`src/rtl/xvga_pkg.sv`:
```
// Shared timing constants for the XGA (1024x768 @ 60 Hz, 65 MHz) video timing generator.
package xvga_pkg;

  localparam int unsigned XGA_H_ACTIVE = 1024;
  localparam int unsigned XGA_H_FP     = 24;
  localparam int unsigned XGA_H_SYNC   = 136;
  localparam int unsigned XGA_H_BP     = 160;

  localparam int unsigned XGA_V_ACTIVE = 768;
  localparam int unsigned XGA_V_FP     = 3;
  localparam int unsigned XGA_V_SYNC   = 6;
  localparam int unsigned XGA_V_BP     = 29;

  localparam int unsigned XGA_H_TOTAL      = XGA_H_ACTIVE + XGA_H_FP + XGA_H_SYNC + XGA_H_BP;
  localparam int unsigned XGA_V_TOTAL      = XGA_V_ACTIVE + XGA_V_FP + XGA_V_SYNC + XGA_V_BP;
  localparam int unsigned XGA_H_SYNC_START = XGA_H_ACTIVE + XGA_H_FP;
  localparam int unsigned XGA_H_SYNC_END   = XGA_H_SYNC_START + XGA_H_SYNC;
  localparam int unsigned XGA_V_SYNC_START = XGA_V_ACTIVE + XGA_V_FP;
  localparam int unsigned XGA_V_SYNC_END   = XGA_V_SYNC_START + XGA_V_SYNC;

  // 1343 < 2048 and 805 < 1024
  localparam int unsigned H_CNT_W = 11;
  localparam int unsigned V_CNT_W = 10;

endpackage

```
`src/rtl/xvga_timing_if.sv`:
```
// Video timing bundle: pixel/line counters plus sync and blanking flags.
interface xvga_timing_if;
  import xvga_pkg::*;

  logic [H_CNT_W-1:0] hcount;
  logic [V_CNT_W-1:0] vcount;
  logic               hsync;
  logic               vsync;
  logic               blank;

  modport master (output hcount, vcount, hsync, vsync, blank);
  modport slave  (input  hcount, vcount, hsync, vsync, blank);

endinterface

```
`src/rtl/xvga_timing_sync_axis_counter.sv`:
```
// One timing axis: wrapping counter with registered sync and blank flags.
module sync_axis_counter #(
  parameter int unsigned ACTIVE = 1024,
  parameter int unsigned FP     = 24,
  parameter int unsigned SYNC   = 136,
  parameter int unsigned BP     = 160,
  parameter int unsigned WIDTH  = 11
) (
  input  logic             clk,
  input  logic             rst_n,
  input  logic             en,
  output logic [WIDTH-1:0] count,
  output logic             wrap,
  output logic             sync,
  output logic             blank
);

  localparam logic [WIDTH-1:0] LAST       = WIDTH'(ACTIVE + FP + SYNC + BP - 1);
  localparam logic [WIDTH-1:0] ACTIVE_END = WIDTH'(ACTIVE);
  localparam logic [WIDTH-1:0] SYNC_START = WIDTH'(ACTIVE + FP);
  localparam logic [WIDTH-1:0] SYNC_END   = WIDTH'(ACTIVE + FP + SYNC);

  logic [WIDTH-1:0] count_next;

  // Combinational so the next axis can advance on the same edge this one wraps.
  assign wrap = en && (count == LAST);

  always_comb begin
    count_next = count;
    if (wrap) begin
      count_next = '0;
    end else if (en) begin
      count_next = count + WIDTH'(1);
    end
  end

  // Flags are decoded from the next count so they land in the same cycle as it.
  always_ff @(posedge clk) begin
    if (!rst_n) begin
      count <= '0;
      sync  <= 1'b0;
      blank <= 1'b0;
    end else begin
      count <= count_next;
      sync  <= (count_next >= SYNC_START) && (count_next < SYNC_END);
      blank <= (count_next >= ACTIVE_END);
    end
  end

endmodule

```
`src/rtl/xvga_timing.sv`:
```
// Video timing generator: horizontal axis free-runs, vertical axis steps on each line wrap.
module xvga_timing
  import xvga_pkg::*;
#(
  parameter int unsigned H_ACTIVE = XGA_H_ACTIVE,
  parameter int unsigned H_FP     = XGA_H_FP,
  parameter int unsigned H_SYNC   = XGA_H_SYNC,
  parameter int unsigned H_BP     = XGA_H_BP,
  parameter int unsigned V_ACTIVE = XGA_V_ACTIVE,
  parameter int unsigned V_FP     = XGA_V_FP,
  parameter int unsigned V_SYNC   = XGA_V_SYNC,
  parameter int unsigned V_BP     = XGA_V_BP
) (
  input  logic          vclock,
  input  logic          reset_n,
  xvga_timing_if.master vid
);

  logic h_wrap;
  logic h_blank;
  logic v_blank;
  logic v_wrap_unused;

  sync_axis_counter #(
    .ACTIVE (H_ACTIVE),
    .FP     (H_FP),
    .SYNC   (H_SYNC),
    .BP     (H_BP),
    .WIDTH  (H_CNT_W)
  ) u_h_axis (
    .clk    (vclock),
    .rst_n  (reset_n),
    .en     (1'b1),
    .count  (vid.hcount),
    .wrap   (h_wrap),
    .sync   (vid.hsync),
    .blank  (h_blank)
  );

  sync_axis_counter #(
    .ACTIVE (V_ACTIVE),
    .FP     (V_FP),
    .SYNC   (V_SYNC),
    .BP     (V_BP),
    .WIDTH  (V_CNT_W)
  ) u_v_axis (
    .clk    (vclock),
    .rst_n  (reset_n),
    .en     (h_wrap),
    .count  (vid.vcount),
    .wrap   (v_wrap_unused),
    .sync   (vid.vsync),
    .blank  (v_blank)
  );

  // Both inputs are flops, so blank stays aligned with the counters.
  assign vid.blank = h_blank | v_blank;

endmodule

```
`src/flat_wrapper.sv`:
```
// flat-port wrapper written by rule: the top's interface ports become plain ports
module xvga_timing_flat import xvga_pkg::*;
#(
  parameter int unsigned H_ACTIVE = XGA_H_ACTIVE,
  parameter int unsigned H_FP     = XGA_H_FP,
  parameter int unsigned H_SYNC   = XGA_H_SYNC,
  parameter int unsigned H_BP     = XGA_H_BP,
  parameter int unsigned V_ACTIVE = XGA_V_ACTIVE,
  parameter int unsigned V_FP     = XGA_V_FP,
  parameter int unsigned V_SYNC   = XGA_V_SYNC,
  parameter int unsigned V_BP     = XGA_V_BP
)
  (vclock, reset_n, vid_hcount, vid_vcount, vid_hsync, vid_vsync, vid_blank);
  xvga_timing_if vid_i ();
  input  logic vclock;
  input  logic reset_n;
  output wire logic [$bits(vid_i.hcount)-1:0] vid_hcount;
  output wire logic [$bits(vid_i.vcount)-1:0] vid_vcount;
  output wire logic [$bits(vid_i.hsync)-1:0] vid_hsync;
  output wire logic [$bits(vid_i.vsync)-1:0] vid_vsync;
  output wire logic [$bits(vid_i.blank)-1:0] vid_blank;
  assign vid_hcount = vid_i.hcount;
  assign vid_vcount = vid_i.vcount;
  assign vid_hsync = vid_i.hsync;
  assign vid_vsync = vid_i.vsync;
  assign vid_blank = vid_i.blank;
  xvga_timing #(.H_ACTIVE(H_ACTIVE), .H_FP(H_FP), .H_SYNC(H_SYNC), .H_BP(H_BP), .V_ACTIVE(V_ACTIVE), .V_FP(V_FP), .V_SYNC(V_SYNC), .V_BP(V_BP)) u_core (.vclock(vclock), .reset_n(reset_n), .vid(vid_i));
endmodule
```
`config.mk`:
```
export PLATFORM = sky130hd
export DESIGN_NAME = xvga_timing_flat
export DESIGN_NICKNAME = d
export VERILOG_FILES = /design/src/rtl/xvga_pkg.sv /design/src/rtl/xvga_timing_if.sv /design/src/rtl/xvga_timing_sync_axis_counter.sv /design/src/rtl/xvga_timing.sv /design/src/flat_wrapper.sv
export SDC_FILE = /design/constraint.sdc
export NUM_CORES = 1
export LEC_CHECK = 0
export ABC_AREA = 1
export CORE_UTILIZATION = 46
export DETAILED_ROUTE_END_ITERATION = 6
export GPL_TIMING_DRIVEN = 0
export HOLD_SLACK_MARGIN = 0.05
export MAX_ROUTING_LAYER = met4
export PLACE_DENSITY = 0.74
export SYNTH_ARGS = -nofsm -noshare
export SYNTH_HDL_FRONTEND = slang
export SYNTH_SLANG_ARGS = --single-unit
```
`constraint.sdc`:
```
create_clock -name vclock -period 1.34 [get_ports vclock]
set_input_delay 0.268 -clock vclock [delete_from_list [all_inputs] [get_ports vclock]]
set_output_delay 0.268 -clock vclock [all_outputs]
set_load 0.02 [all_outputs]
```
==> impl_metrics.toml, run 1 <==
[run_status]
status = "complete, but fails checks"
violations = "DRC, setup timing"

[final_layout]
postLayoutCoreUtil_pct = 70.70
final_nets = 271
fillers = 250
layout-drive-gt1-share_pct = 40.75
layout.cells.non_filler = 296
diodes = 0
area_delta_synth_final_pct = 40.91

[floorplan]
fp-row-count = 19
core-area_um2 = 2853
die_w_um = 57.78
ios = 26
start_util_pct = 50.18
dieArea_um2 = 3339
die_h_um = 57.78

[synthesis]
synth_top_area_share_pct = 34.97
synth_enable_flop_cells = 0
syn-mean-instance-area_um2 = 6.596
synth_nets = 222
syn_area_um2 = 1431
synthFlopType = "dfxtp_1"
syn_inst = 217
yosys_register_bits = 25
ys_types = 26
yosysSeqAreaShare_pct = 34.97
async_flop_share_pct = 0
synth_area_leaders = "dfxtp_1, nand2_1, nor2_1"
ys.warnings.count = 0
synth_top_area_cell = "dfxtp_1"

[place]
place_hpwl_um = 2369
preCtsSetupSlack_ns = -0.3093
port_buffers = 25
gp_congestion = 0.8263
dp.cells = 273

[timing]
fmax_mhz = 622.0
tightest_slew_ns = 0.2689
period_minus_slack_ns = 1.608
hold_violations = 0
finalSetupViolations = 14
drv_slew = 0
relSlewSlack_pct = 82.01
hold_ws_ns = 0.5534
layout_setup_ws_ns = -0.2677
finClkSkew_ns = 0.002376
rsz0062_at_grt = "yes"
finalCritPeriodShare_pct = 120.0

[clock_network]
cts_buffers = 3
clock_path_buffers = 2
clock-root-buffer = "clkbuf_4"
cts_hold_buf = 0
clk_latency_ns = 0.31
cts_tree = "done"
htree_levels = 1
clkTransAtPathRegs_ns = 0.14
cts.sinks = 25

[setup_path]
start_kind = "register"
crit_fanout = 8
worstPathArrival_ns = 1.84
crit_path_end = "u_core.u_v_axis.sync"
r2r-start = "u_core.u_h_axis.count[1]"
crit_type = "register to register"
r2r-end = "u_core.u_v_axis.sync"
crit_path_end_kind = "register"
worst_r2r_path_depth = 10
critPathLaunch = "u_core.u_h_axis.count[1]"
r2r_setup_slack_ns = -0.27
critPathRequiredTime_ns = 1.57

[route]
ant_nets = 0
drc_errors = 5
wirelength_um = 3606
wl_per_cell_um = 12.18
vias = 1478
initialDrtViolationCount = 59
via_per_inst = 4.993
detail_route.first_pass.iterations = 7

[power]
vdd_ir_drop_max_v = 0.0004328
total_power_mw = 1.158
p_leak_nw = 0.9269
power_density_nw_per_um2 = 573.9

[flow_run]
max-cap-violations = 0

[global_route]
antenna_found_initial = 0
grt_max_degree = 15
gr-total-overflow = 0
grt_pass1_wl_um = 5561
grt_usage_pct = 22.08
grt_pass1_vias = 1272

[hold_path]
hold_path.class = "register to register"
hold_path.startpoint = "u_core.u_v_axis.count[3]"
==> worst max-delay path: stages, from the launching register on <==
cell and delay (ns):
dfxtp_4 0.38, ha_4 0.14, nand3_4 0.14, nor2_4 0.23, nand2_4 0.14, nor2_2 0.18, nor2_2 0.06, nand3_1 0.11
nor2_1 0.05, nand2_1 0.05, nor2_1 0.04
==> registers in the layout, summed over array words and instances (netlist names) <==
signal	flops
u_core.u_h_axis.count	11
u_core.u_v_axis.count	10
u_core.u_h_axis.blank	1
u_core.u_h_axis.sync	1
u_core.u_v_axis.blank	1
u_core.u_v_axis.sync	1
==> per-stage QoR <==
step | setup TNS [ns] | instance area [um^2]
global placement | -4.498 | 1760
detailed placement | -4.658 | 1760
floorplan | -0.3477 | 1471
global route | -3.945 | 2017
finish | -2.380 | 2017
CTS | -1.086 | 1882
==> cell usage in the layout (no fill, tap or decap), drive strengths merged <==
cell,instances
nand4,7
ha,3
buf,22
xor2,3
a21oi,1
dfxtp,25
nor2,46
nor3,4
o21ai,3
clkbuf,13
clkinv,1
clkdlybuf4s15,8
nand3,22
inv,29
clkdlybuf4s50,1
o21bai,1
nand3b,1
dlygate4sd2,4
nand2,66
or2,1
xnor2,4
==> synth_stat cells (2+ instances only) <==
| master | count |
|---|---|
| dfxtp_1 | 25 |
| ha_1 | 3 |
| inv_1 | 27 |
| inv_2 | 2 |
| nand2_1 | 60 |
| nand2_2 | 5 |
| nand3_1 | 20 |
| nand4_1 | 6 |
| nor2_1 | 40 |
| nor2_2 | 4 |
| nor2_4 | 2 |
| nor3_1 | 3 |
| o21ai_1 | 2 |
| xnor2_1 | 4 |
| xor2_1 | 3 |
==> kinds of logic (layout without fill, tap and decap cells) <==
group                    count (synthesis)  count (layout)  share of synthesized area, %
adder cells (fa/ha/maj)                  3               3                         2.623
buffers and inverters                   30              78                         7.867
flip-flops                              25              25                         34.97
AND/OR/NAND/NOR                        147             147                         48.08
AO/OA/AOI/OAI                            5               5                         2.185
XOR/XNOR                                 7               7                         4.283
==> worst min-delay path by stage <==
stage	to	slack (ns)	cells after the start
after floorplan	u_core.u_h_axis.count[1]	0.36	2
after global placement	u_core.u_h_axis.count[0]	0.44	1
after detailed placement	u_core.u_h_axis.count[0]	0.45	1
after CTS	u_core.u_h_axis.count[0]	0.56	2
after global routing	u_core.u_h_axis.count[0]	0.57	2
final	u_core.u_v_axis.count[3]	0.55	2
==> final cells by class <==
type                    count  area, um^2  area share (%)
well taps                  31       38.79           1.923
multi-input cells         162       942.2           46.71
inverters                  29       113.9           5.645
clock inverters             1       5.005          0.2481
flip-flops and latches     25       536.8           26.61
plain buffers               1       5.005          0.2481
repair buffers             44       352.8           17.49
clock buffers               3       22.52           1.117
==> routing by layer <==
layer  track usage, %  routed length [um]  vias up  part of all wire [%]
li1                 -                   -      774                     -
met1            28.31                1679      651                    47
met2            35.71                1719       45                    48
met3            2.232                 126        8                   3.5
met4            9.184                  80        0                   2.2
met5                -                   0        -                     0
==> timing repair <==
item | CTS | global route
setup endpoints to repair | 38 | 42
setup buffers | 9 | 10
pin swaps | 8 | 12
resized for setup | 66 | 52
==> power breakdown <==
part	leakage (nW)	total [mW]	switching, mW	internal, mW
Combinational	0.697	0.0681	0.0395	0.0286
Sequential	0.213	0.755	0.00991	0.745
Clock	0.0177	0.335	0.223	0.112
Total	0.927	1.16	0.273	0.885
Note: power is estimated with default switching activity, not from simulation.
==> run 2, diff against run 1 <==
--- a/config.mk
+++ b/config.mk
@@ -12,6 +12,7 @@
 export HOLD_SLACK_MARGIN = 0.05
 export MAX_ROUTING_LAYER = met4
 export PLACE_DENSITY = 0.74
+export SLEW_MARGIN = 25
 export SYNTH_ARGS = -nofsm -noshare
 export SYNTH_HDL_FRONTEND = slang
 export SYNTH_SLANG_ARGS = --single-unit
==> results of run 2 <==
No change in the layout: final DEF, timing and power equal those of run 1.
